`config.mk`:
```
export PLATFORM = sky130hd
export DESIGN_NAME = id_ex_stage
export DESIGN_NICKNAME = d
export VERILOG_FILES = /design/src/rtl/id_ex_stage.sv
export SDC_FILE = /design/constraint.sdc
export NUM_CORES = 1
export LEC_CHECK = 0
export CORE_ASPECT_RATIO = 0.8
export CORE_UTILIZATION = 41
export DETAILED_ROUTE_END_ITERATION = 12
export PLACE_DENSITY = 0.91
export SYNTH_ARGS = -nofsm -noshare
export SYNTH_HDL_FRONTEND = slang
export SYNTH_SLANG_ARGS = --single-unit
export TNS_END_PERCENT = 1
```
`constraint.sdc`:
```
create_clock -name clk -period 7.93 [get_ports clk]
set_clock_uncertainty 0.1 [all_clocks]
set_input_delay 1.586 -clock clk [delete_from_list [all_inputs] [get_ports clk]]
set_output_delay 1.586 -clock clk [all_outputs]
set_load 0.03 [all_outputs]
```
`src/rtl/id_ex_stage.sv`:
```
// ---------------------------------------------------------------------------
// id_ex_stage
//   ID/EX pipeline register for the 5-stage MIPS core. It captures the
//   Control decoder outputs, register file operands and instruction fields
//   from ID and presents them to EX one cycle later. A taken branch/jump
//   (flush) turns the captured instruction into a bubble. A load in EX whose
//   destination is read by the instruction in ID raises a load-use stall for
//   the PC and IF/ID, and inserts exactly one bubble. Load-use bubbles are
//   counted in a saturating counter for performance reporting.
//
// Ports
//   clk, rst            rising-edge clock, asynchronous active-high reset
//   id_RegWrite .. id_ALUSrc, id_ALUOP   Control outputs for the ID instruction
//   id_pc4, id_rd1, id_rd2, id_imm       PC+4, register operands, sign-ext imm
//   id_rs, id_rt, id_rd, id_funct        instruction fields
//   flush                kill the ID instruction (bubble into EX)
//   hold                 downstream stall, freeze every register here
//   ex_*                 registered copies of the id_* inputs
//   ex_valid             EX holds a real instruction rather than a bubble
//   stall                load-use stall request to PC and IF/ID
//   bubble_cnt           saturating count of load-use bubbles
// ---------------------------------------------------------------------------
module id_ex_stage #(
  parameter int DATA_W = 32,
  parameter int REG_W  = 5,
  parameter int CNT_W  = 16
) (
  input  logic              clk,
  input  logic              rst,
  input  logic              id_RegWrite,
  input  logic              id_MemtoReg,
  input  logic              id_MemWrite,
  input  logic              id_MemRead,
  input  logic              id_RegDst,
  input  logic              id_ALUSrc,
  input  logic [1:0]        id_ALUOP,
  input  logic [DATA_W-1:0] id_pc4,
  input  logic [DATA_W-1:0] id_rd1,
  input  logic [DATA_W-1:0] id_rd2,
  input  logic [DATA_W-1:0] id_imm,
  input  logic [REG_W-1:0]  id_rs,
  input  logic [REG_W-1:0]  id_rt,
  input  logic [REG_W-1:0]  id_rd,
  input  logic [5:0]        id_funct,
  input  logic              flush,
  input  logic              hold,
  output logic              ex_RegWrite,
  output logic              ex_MemtoReg,
  output logic              ex_MemWrite,
  output logic              ex_MemRead,
  output logic              ex_RegDst,
  output logic              ex_ALUSrc,
  output logic [1:0]        ex_ALUOP,
  output logic [DATA_W-1:0] ex_pc4,
  output logic [DATA_W-1:0] ex_rd1,
  output logic [DATA_W-1:0] ex_rd2,
  output logic [DATA_W-1:0] ex_imm,
  output logic [REG_W-1:0]  ex_rs,
  output logic [REG_W-1:0]  ex_rt,
  output logic [REG_W-1:0]  ex_rd,
  output logic [5:0]        ex_funct,
  output logic              ex_valid,
  output logic              stall,
  output logic [CNT_W-1:0]  bubble_cnt
);

  logic hz;

  // Load-use hazard: a real load in EX writes a register (never $0) that the
  // ID instruction reads. Uses only registered EX state plus ID fields.
  always_comb begin
    hz    = ex_valid & ex_MemRead & (ex_rt != '0) &
            ((ex_rt == id_rs) | (ex_rt == id_rt));
    stall = hz & ~flush;
  end

  // Data fields load on every non-hold edge, bubbles included; their
  // contents are meaningless in a bubble because the controls are zero.
  always_ff @(posedge clk or posedge rst) begin
    if (rst) begin
      ex_pc4   <= '0;
      ex_rd1   <= '0;
      ex_rd2   <= '0;
      ex_imm   <= '0;
      ex_rs    <= '0;
      ex_rt    <= '0;
      ex_rd    <= '0;
      ex_funct <= '0;
    end else if (flush || !hold) begin
      ex_pc4   <= id_pc4;
      ex_rd1   <= id_rd1;
      ex_rd2   <= id_rd2;
      ex_imm   <= id_imm;
      ex_rs    <= id_rs;
      ex_rt    <= id_rt;
      ex_rd    <= id_rd;
      ex_funct <= id_funct;
    end
  end

  // Control bits: flush beats hold beats hazard. Both flush and hazard load
  // a bubble; only the hazard bubble is counted.
  always_ff @(posedge clk or posedge rst) begin
    if (rst) begin
      ex_RegWrite <= 1'b0;
      ex_MemtoReg <= 1'b0;
      ex_MemWrite <= 1'b0;
      ex_MemRead  <= 1'b0;
      ex_RegDst   <= 1'b0;
      ex_ALUSrc   <= 1'b0;
      ex_ALUOP    <= 2'b00;
      ex_valid    <= 1'b0;
      bubble_cnt  <= '0;
    end else if (flush || (!hold && hz)) begin
      ex_RegWrite <= 1'b0;
      ex_MemtoReg <= 1'b0;
      ex_MemWrite <= 1'b0;
      ex_MemRead  <= 1'b0;
      ex_RegDst   <= 1'b0;
      ex_ALUSrc   <= 1'b0;
      ex_ALUOP    <= 2'b00;
      ex_valid    <= 1'b0;
      if (!flush && (bubble_cnt != '1)) begin
        bubble_cnt <= bubble_cnt + 1'b1;
      end
    end else if (!hold) begin
      ex_RegWrite <= id_RegWrite;
      ex_MemtoReg <= id_MemtoReg;
      ex_MemWrite <= id_MemWrite;
      ex_MemRead  <= id_MemRead;
      ex_RegDst   <= id_RegDst;
      ex_ALUSrc   <= id_ALUSrc;
      ex_ALUOP    <= id_ALUOP;
      ex_valid    <= 1'b1;
    end
  end

endmodule

```
## Word level (Yosys, flattened, before mapping)

Index checks and enable logic that the tools add are counted.

| operators by class | value |
|---|---|
| bitwise logic cells | 6 |
| equal/unequal tests | 4 |
| $add $sub $neg | 1 |
| multiplexer cells | 16 |
| reduce and logical (&&, ||, !) cells | 8 |

Operator list:

| kind | count |
|---|---|
| $add 16x1->16 const B | 1 |
| $ne 16x16->1 const B | 1 |
| $mux 1 | 14 |
| $eq 5x5->1 | 2 |
| $reduce_bool 5->1 | 1 |
| $and 1x1->1 | 4 |
| $mux 2 | 2 |
| $logic_and 1x1->1 | 2 |
| $logic_not 1->1 | 2 |
| $logic_or 1x1->1 | 2 |
| $ne 2x1->1 const B | 1 |
| $reduce_and 2->1 | 1 |
| $not 1->1 | 1 |
| $or 1x1->1 | 1 |

| word-level totals | value |
|---|---|
| register bits after elaboration | 174 |
| bits of input ports | 161 |

## Logic depth before layout (Yosys ltp)

| depth | value |
|---|---|
| word-level depth | 6 |
| gate-level depth with buffers | 7 |
| gate-level depth less buffers | 7 |

## Worst setup path before layout

OpenSTA, ideal clock, no wires.

| timing | value |
|---|---|
| kind | in2out |
| from | input id_rs[0] |
| to | output stall |
| path buffers | 1 |
| path slack | 3494 ps |
| arrival time | 2750 ps |
| stages | 6 |
| cells stage by stage | xnor2_1 nand3_1 o22ai_4 nand2b_4 buf_8 nor2_1 |

| on the way | value |
|---|---|
| word-level cells in the longest chain between the ends | 4 |

RTL lines:

| element | line | source |
|---|---|---|
| start: declaration | 41 | `input logic [REG_W-1:0] id_rs,` |
| $eq 5x5->1 | 73 | `((ex_rt == id_rs) \| (ex_rt == id_rt));` |
| $or 1x1->1 | 73 |  |
| $and 1x1->1 | 72 | `hz = ex_valid & ex_MemRead & (ex_rt != '0) &` |
| $and 1x1->1 | 74 | `stall = hz & ~flush;` |
| end: declaration | 63 | `output logic stall,` |

No other way between the ends.

## Final worst setup path

| timing | value |
|---|---|
| from | input id_rs[4] |
| to | output stall |

The elaborated chain is that of the path after synthesis.

==> metrics.cfg <==
[logic_synthesis]
synth-adder-area-share_pct=0.181
synth_cells=450
post_synth_xor_area_fraction_pct=3.03
post_synth_num_cell_types=34
synth-async-reset-ratio_pct=100
dominant_combinational_cell_family_by_area_after_synthesis=multiplexers
synth.net_count=612
yosys-mux-area-fraction_pct=24.6
ys_dominant_reg_cell=sky130_fd_sc_hd__dfrtp_1
synth_sequential_area_ratio_pct=62.8
post_synth_and_or_nand_nor_area_fraction_pct=5.90
synth.yosys.warnings=0
synth_edf_count=0
ys_ff_latch=174
synth_area_in_compound_gates_pct=1.57
synth.cell_area_um2=6930
syn_area_per_cell_um2=15.4

[floorplanning]
design.die.area_um2=17400
floorplan.die.width_um=147
fp.coreArea_um2=16600
initial_cell_density_of_the_core_pct=41.9
die_h_um=118
floorplan.io_pins=336
std_cell_rows=42

[placement]
port_buffers=335
globalplace.congestion=0.801
placement.setup.worst_slack_ns=2.57
dp_hpwl_um=13500

[clock_tree]
tritoncts=done
cts_root_cell=sky130_fd_sc_hd__clkbuf_16
insertion_delay_ns=0.42
numCtsBuffers=17
tritoncts_num_sinks=174
cts_repair_resize_count=0
ctsLongestPathBuffers=2
cts.repair_timing.setup_buffer_count=0
htree_levels=4
post_cts_hold_buffer_count=0
clkTransAtPathRegs_ns=0.06

[sta]
rsz_0062_raised_after_global_routing=false
final.setup.worst_slack_ns=2.58
period_share_pct=67.5
timing_hold_violations_final=0
clock.fmax_mhz=187
max_slew.worst_pin.slew_ns=0.987
finalWorstPathRequiredPeriod_ns=5.35
finalSetupViolCount=0
fin_hold_ws_ns=0.404
max_slew_margin_pct=34.2
setup_total_negative_slack_ns=0
maxSlewViolCount=0

[worst_setup_path]
cp-end-kind=output pin
critical_path.reg2reg.startpoint=bubble_cnt[0]
crit_path_max_fanout=15
worst_ep_arrival_time_ns=3.67
worst-setup-path-type=in2out
worst_ep_required_time_ns=6.24
type_of_origin_of_the_critical_path=primary input
worst_setup_path_startpoint=id_rs[4]

[final_layout]
fin_nets=948
number_of_antenna_diodes=0
post_route_cells_drive_above_1_share_pct=25.3
area_growth_syn_to_layout_pct=59.5
utilization_pct=66.8

[power_and_ir_drop]
worst_ir_drop_vdd_v=0.000143
power_leakage_nw=4.56
power-per-cell-area_nw_per_um2=208
power_total_w=0.00230

[routing]
wl_met2_um=9570
route.detailed.vias_per_inst=4.87
vias=4960
detail_route.wl_per_cell_um=17.9
drcViolationCount=0
final_antenna_net_count=0
dr.first_iter.drc_count=180
wl_met1_um=6780
met3WireLength_um=1550
dr.pass1.iters=4
wirelength_um=18300
route.top_layer_used=met4

[grt]
first_global_vias=5414
global_route.overflow_total=0
grt_max_degree=106
grt_antenna_before_repair=0
track_usage_pct=21.1
wire_length_of_the_first_global_routing_pass_um=28100

[job]
maxCapViolCount=0

[min_path]
hold_class=reg2reg
worstHoldStart=bubble_cnt[10]

[status]
outcome=finished, final reports clean

where the power goes:
part	switching (W)	internal (W)	total [W]	leakage (nW)
Clock	0.000362	0.000451	0.000813	0.281
Combinational	0.000246	0.000250	0.000495	2.21
Sequential	0.0000412	0.000955	0.000996	2.07
worst max-delay path, stage by stage:
cell	delay, ns
sky130_fd_sc_hd__clkdlybuf4s50_1	0.49
sky130_fd_sc_hd__xnor2_1	0.14
sky130_fd_sc_hd__nand3_1	0.17
sky130_fd_sc_hd__o22ai_4	0.30
sky130_fd_sc_hd__nand2b_4	0.17
sky130_fd_sc_hd__nor2_1	0.12
sky130_fd_sc_hd__clkdlybuf4s50_1	0.68
through the flow:
stage	std cells	instance area [um2]
after floorplan	450	6930
after global placement	987	10500
after detailed placement	987	10500
after CTS	1019	11100
after global routing	1019	11100
final	1019	11100
per-layer routing:
layer	track usage, %	vias to the layer above
met5	0	-
met4	7.54	0
met3	7.88	33
met2	37.3	211
met1	23.0	2464
li1	-	2252
kinds of logic (layout without fill, tap and decap cells):
family	count (synthesis)	count (layout)
simple gates	64	64
xor+xnor	24	24
flops	174	174
buf+inv	25	374
mux	151	151
compound gates	11	11
fa+ha+maj	1	1
final timing paths:
check                      cells past startpoint  slack (ns)        endpoint
setup / recovery                               7        2.58           stall
hold / removal                                 1        0.40  bubble_cnt[10]
setup reg to reg                               6        5.68   bubble_cnt[1]
hold reg to reg                                1        0.40  bubble_cnt[10]
max in group asynchronous                      3        4.62      ex_rd1[19]
min in group asynchronous                      2        1.66      ex_rd1[31]
cell usage after synthesis (all sizes together) (4+ instances only):
cell / number / area, um2
a21oi: 8 / 40.0
buf: 17 / 101
clkbuf: 4 / 15.0
dfrtp: 174 / 4350
inv: 4 / 15.0
mux2: 151 / 1700
nand2: 16 / 67.6
nand2b: 4 / 32.5
nand3: 9 / 50.1
nand3b: 8 / 60.1
nor2: 8 / 32.5
nor3: 6 / 50.1
nor4: 4 / 50.1
xnor2: 16 / 140
xor2: 8 / 70.1
layout make-up:
cell class	count	area, um2
clock buffer	20	447
tap	220	275
clock inverter	12	129
inverter	4	20.0
sequential	174	4350
fill	1177	5500
timing repair buffer	338	3380
multi-input combinational	251	2450
flip-flops by register name, summed over array words and instances (netlist names):
signal,count
ex_MemRead,1
ex_rd2,32
ex_MemWrite,1
ex_rt,5
bubble_cnt,16
ex_ALUOP,2
ex_ALUSrc,1
ex_valid,1
ex_rd,5
ex_rs,5
ex_rd1,32
ex_funct,6
ex_pc4,32
ex_RegWrite,1
ex_MemtoReg,1
ex_imm,32
ex_RegDst,1
cell usage in the layout (no fill, tap or decap), types with 3 or more instances in the layout:
cell type                         count
sky130_fd_sc_hd__inv_6                3
sky130_fd_sc_hd__inv_8                3
sky130_fd_sc_hd__nand3b_1             8
sky130_fd_sc_hd__buf_4                3
sky130_fd_sc_hd__inv_1                3
sky130_fd_sc_hd__nor4_2               4
sky130_fd_sc_hd__dfrtp_1            174
sky130_fd_sc_hd__mux2_2             150
sky130_fd_sc_hd__xor2_1               8
sky130_fd_sc_hd__clkinv_4             4
sky130_fd_sc_hd__nand3_1              8
sky130_fd_sc_hd__a21oi_1              8
sky130_fd_sc_hd__xnor2_1             16
sky130_fd_sc_hd__clkdlybuf4s50_1    335
sky130_fd_sc_hd__nor3_2               4
sky130_fd_sc_hd__clkbuf_16           17
sky130_fd_sc_hd__nor2_1               7
sky130_fd_sc_hd__nand4_1              3
sky130_fd_sc_hd__nand2_1             15
No activity file was read; power rests on OpenSTA's default activity.
==> edit 1: new RTL, same settings <==
Make the reset (`rst`) synchronous in 2 clocked blocks. Comments in the files are not updated.
--- a/src/rtl/id_ex_stage.sv
+++ b/src/rtl/id_ex_stage.sv
@@ -78,3 +78,3 @@
   // contents are meaningless in a bubble because the controls are zero.
-  always_ff @(posedge clk or posedge rst) begin
+  always_ff @(posedge clk) begin
     if (rst) begin
@@ -102,3 +102,3 @@
   // a bubble; only the hazard bubble is counted.
-  always_ff @(posedge clk or posedge rst) begin
+  always_ff @(posedge clk) begin
     if (rst) begin
Check against the original RTL: differs if rst is asserted again (counterexample within 4 cycles, from zero or initial values and one cycle with rst high); with rst held inactive, the same outputs for 4 cycles.
==> edit 1 against the original RTL <==
- total power decreased by 8.8%
- setup slack lost 0.26 ns
- sequential cell count unchanged
- largest power group unchanged
- highest routed layer unchanged
- design area decreased by 6.7%
- sequential share of layout area fell by 5.6 points
- area after synthesis down 8.7%
- synthesized cell count rose by 76%
- maximum frequency fell by 4.6%
- wire length grew 7.2%
- hold slack worse by 0.054 ns
==> edit 1: results (changes against the original RTL) <==
The flow ran to the end, and the final reports show no timing, DRC or antenna violations. The number of antenna violations at the first check in global routing was 0 (unchanged); the internal reg-to-reg setup slack was 5.48 ns (-0.20 ns). The highest fanout seen on the critical path was 4 (-11). For the number of global-route vias before repair, the log shows 6,026 (+11%). The delay contributed by the slowest stage of the critical path is 0.70 ns (+0.02 ns), and the post-detailed-placement half-perimeter wirelength is 13,910 µm (+2.7%). The number of violations reported at the end of detailed-routing iteration 0 is 406 (+130%). After clock tree synthesis, the clock-pin slew on the worst setup and hold paths is 0.07 ns. The total routed wirelength is 19,580 µm (+7.2%).

The reg-to-reg critical path endpoint was bubble_cnt[15]$_SDFFE_PP0P_. The average routed wire per standard cell came out at 14.86 µm (-17%). The run gives 0 ns (unchanged) as the total negative slack for setup checks.

The ratio of cells with drive above 1 in the final layout is 0.04065 (-0.2122). The worst register-to-register path begins at bubble_cnt[0]$_SDFFE_PP0P_. The level count of the clock H-tree came out at 4 (unchanged). The sequential area share after synthesis was 0.5507 (-0.07753); the via count normalized by instance count was 4.854 (-0.27%). The total iterations of the first detailed-routing run came out at 5 (+1).

The prevailing post-synth register cell is sky130_fd_sc_hd__dfxtp_1. The overall routing resource usage was 0.2418 (+0.03092); the number of warnings reported in the yosys synthesis log was 0 (unchanged). The count of unique library cells instantiated by Yosys came out at 29 (-15%).

The worst-skew pair later-pin latency was 0.41 ns. The tools report the number of nets in the layout as 1,257 (+33%). The count of input and output buffers was 335 (unchanged); the headroom to the max-slew limit was 0.2671 (-0.07456).

The logs give 0.8339 (+4.1%) for the routability-driven placement congestion ratio and 954 (+56%) for the net count after synthesis. The layout filler cell count was 1,153 (-2.0%). The most critical setup path has its endpoint at stall.

Ranked by total cell area, the synthesized netlist is headed by sky130_fd_sc_hd__dfxtp_1 55%, sky130_fd_sc_hd__nand2_1 18%, sky130_fd_sc_hd__a21oi_1 13%. The synthesized area per cell was 7.986 µm² (-48%); the worst voltage drop across the vdd grid was 0.0001861 V (+31%). For the setup slack after placement, the log shows 2.290 ns (-0.2769 ns).

Post-cts gate resize count: 0 (unchanged). The proportion of register bits with asynchronous set or reset after synthesis works out to 0 (-1.000). By count the netlist is led by 311 x sky130_fd_sc_hd__nand2_1, 174 x sky130_fd_sc_hd__dfxtp_1, 158 x sky130_fd_sc_hd__a21oi_1, 51 x sky130_fd_sc_hd__clkbuf_1, 18 x sky130_fd_sc_hd__nor2_1.

Highest achievable clock rate: 178.2 MHz (-4.6%). The post-CTS repair timing setup buffer count is 0 (unchanged), and the synthesis-to-layout area growth is 63.05%. The logs give 3.92 ns (+0.25 ns) for the arrival time of data at the critical path endpoint and 0 (unchanged) for the count of antenna diodes in the layout. The kind of cell adding the most delay to the critical path is buffers and inverters. The global-route wire length before repair is 30,240 µm (+7.6%), and the cell leakage power is 3.989 nW (-13%). The class of the tightest hold or removal check is reg -> reg. The maximum number of pins on one net before global-route repair is 103 (-2.8%).
edit 1: worst min path at each step:
stage                                         from                       end  cells after the start
after floorplan           ex_funct[5]$_SDFFE_PP0P_  ex_funct[5]$_SDFFE_PP0P_                      2
final                      ex_imm[25]$_SDFFE_PP0P_   ex_imm[25]$_SDFFE_PP0P_                      2
after CTS                   ex_imm[1]$_SDFFE_PP0P_    ex_imm[1]$_SDFFE_PP0P_                      2
after global placement      ex_imm[5]$_SDFFE_PP0P_    ex_imm[5]$_SDFFE_PP0P_                      2
after detailed placement    ex_rd2[0]$_SDFFE_PP0P_    ex_rd2[0]$_SDFFE_PP0P_                      2
after global routing       ex_pc4[10]$_SDFFE_PP0P_   ex_pc4[10]$_SDFFE_PP0P_                      2
edit 1: layout make-up:
cell class / instances / area [µm²] / share of cell area
well taps: 210 / 262.8 / 0.02548
multi-input cells: 560 / 2638 / 0.2558
flip-flops and latches: 174 / 3483 / 0.3378
inverters: 3 / 11.26 / 0.001092
clock inverters: 12 / 103.9 / 0.01007
repair buffers: 339 / 3381 / 0.3278
clock buffers: 19 / 432.9 / 0.04198
edit 1: cells by family after synthesis:
family,synth area share
XOR/XNOR,0.01800
flip-flops,0.5507
adder cells (fa/ha/maj),0.001978
buffers and inverters,0.03462
multiplexers,0.02137
AND/OR/NAND/NOR,0.2317
AO/OA/AOI/OAI,0.1416
edit 1: worst min-delay path, stage by stage, from the launching register on:
cell and delay [ns]:
sky130_fd_sc_hd__dfxtp_1 0.31, sky130_fd_sc_hd__nand2_1 0.05, sky130_fd_sc_hd__a21oi_1 0.05
edit 1: layer usage:
metal | wire length (µm) | up-vias | global-route usage
met3 | 1237 | 34 | 0.06517
li1 | - | 3185 | -
met5 | 0 | - | 0
met1 | 7899 | 2942 | 0.2796
met2 | 10020 | 232 | 0.4235
met4 | 415 | 0 | 0.1007
edit 1: metrics by stage:
step	hold WS [ns]	area, µm²	utilization
global placement	0.3366	9776	0.6489
floorplan	0.4799	6325	-
CTS	0.3519	10310	0.6846
finish	0.3497	10310	0.6846
global route	0.3682	10310	0.6846
detailed placement	0.3427	9776	0.6489
edit 1: power breakdown:
part           internal [mW]  switching (mW)
logic                  0.182           0.207
registers              0.923          0.0258
clock network          0.408           0.356
==> edit 2: new RTL, config.mk and constraints unchanged <==
Without the edit above. `CNT_W`: 16 -> 12.
--- a/src/rtl/id_ex_stage.sv
+++ b/src/rtl/id_ex_stage.sv
@@ -25,3 +25,3 @@
   parameter int REG_W  = 5,
-  parameter int CNT_W  = 16
+  parameter int CNT_W  = 12
 ) (
Interface: changed (resized bubble_cnt); port bits go from 336 to 332. The function was not compared with the original's and may differ.
==> edit 2 against the original RTL <==
- sequential cell count shrank 4
- highest routed layer unchanged
- count of clock-buffer cells in the layout is 1 lower
- combinational power is 2% lower
- setup slack worse by 0.62 ns
- global-route usage is 1.3 points higher
- wire length rose by 4.5%
- die area shrank 3.6%
- maximum frequency fell by 10%
- cell count rose by 25%
- total power is 0.37% lower
- area after synthesis fell by 3.7%
- design area is 2.7% lower
==> edit 2: results (changes against the original RTL) <==
Net count after synthesis: 892 (+46%). The delay contributed by the slowest stage of the critical path works out to 0.80 ns (+0.12 ns). The multi-input combinational cell count came out at 521 (+110%). The sequential area share after synthesis is 0.6374 (+0.009148).

In this run the worst setup path begins at id_rs[2]. The count of input and output buffers works out to 331 (-1.2%). The run finished with clean final reports.

The multi-input logic area is 2277 µm² (-7.1%), and the post-synthesis instance total is 730 (+62%). The run gives 13,500 µm (-0.35%) as the post-detailed-placement half-perimeter wirelength. The tools report the count of unique library cells instantiated by Yosys as 33 (-2.9%).

The hold path depth was 2 (+1). Xor and xnor area share after synthesis: 0.02756 (-0.002771). The worst register-to-register path begins at ex_rt[4]$_DFFE_PP0P_. The average routed wire per standard cell is 15.00 µm (-16%), and the count of vias placed by the detailed router is 5,963 (+20%). The register share of the cell area came out at 0.3957 (+0.001737). The ratio of cells with drive above 1 in the final layout is 0.04163 (-0.2112). The depth of the most critical reg-to-reg path is 5 (-1), and the multiplexer share of the synthesized area is 0.002250 (-0.2436). The inverter count is 2 (-2), and the routability-driven placement congestion ratio is 0.8110 (+1.2%). After synthesis, the most frequently instantiated cells are 450 x sky130_fd_sc_hd__nand2_1, 170 x sky130_fd_sc_hd__dfrtp_1, 27 x sky130_fd_sc_hd__clkbuf_1, 21 x sky130_fd_sc_hd__xor2_1. Cell leakage power: 5.227 nW (+15%). The run gives 170 (-2.3%) as the number of sinks handled by clock tree synthesis.
==> edit 2: cell count changes in the layout (fill, tap and decap cells not counted), moves of 7 or more <==
cell,delta
sky130_fd_sc_hd__xor2_1,+13
sky130_fd_sc_hd__nand3b_1,-8
sky130_fd_sc_hd__a21oi_1,-7
sky130_fd_sc_hd__mux2_2,-150
sky130_fd_sc_hd__xnor2_1,-16
sky130_fd_sc_hd__nand2_1,+435
sky130_fd_sc_hd__a32o_1,+7
==> edit 2: layer usage <==
| metal | share of wire | track usage | vias to the layer above |
|---|---|---|---|
| met5 | 0 | 0 | - |
| met4 | 0.013 | 0.06386 | 0 |
| met3 | 0.096 | 0.09225 | 23 |
| met2 | 0.50 | 0.3939 | 237 |
| met1 | 0.39 | 0.2489 | 2814 |
| li1 | - | - | 2889 |
==> edit 2: power breakdown <==
part | internal [mW] | switching (mW) | leakage [nW]
logic | 0.216 | 0.269 | 2.87
clock network | 0.509 | 0.328 | 0.292
registers | 0.934 | 0.0399 | 2.07
total | 1.66 | 0.637 | 5.23
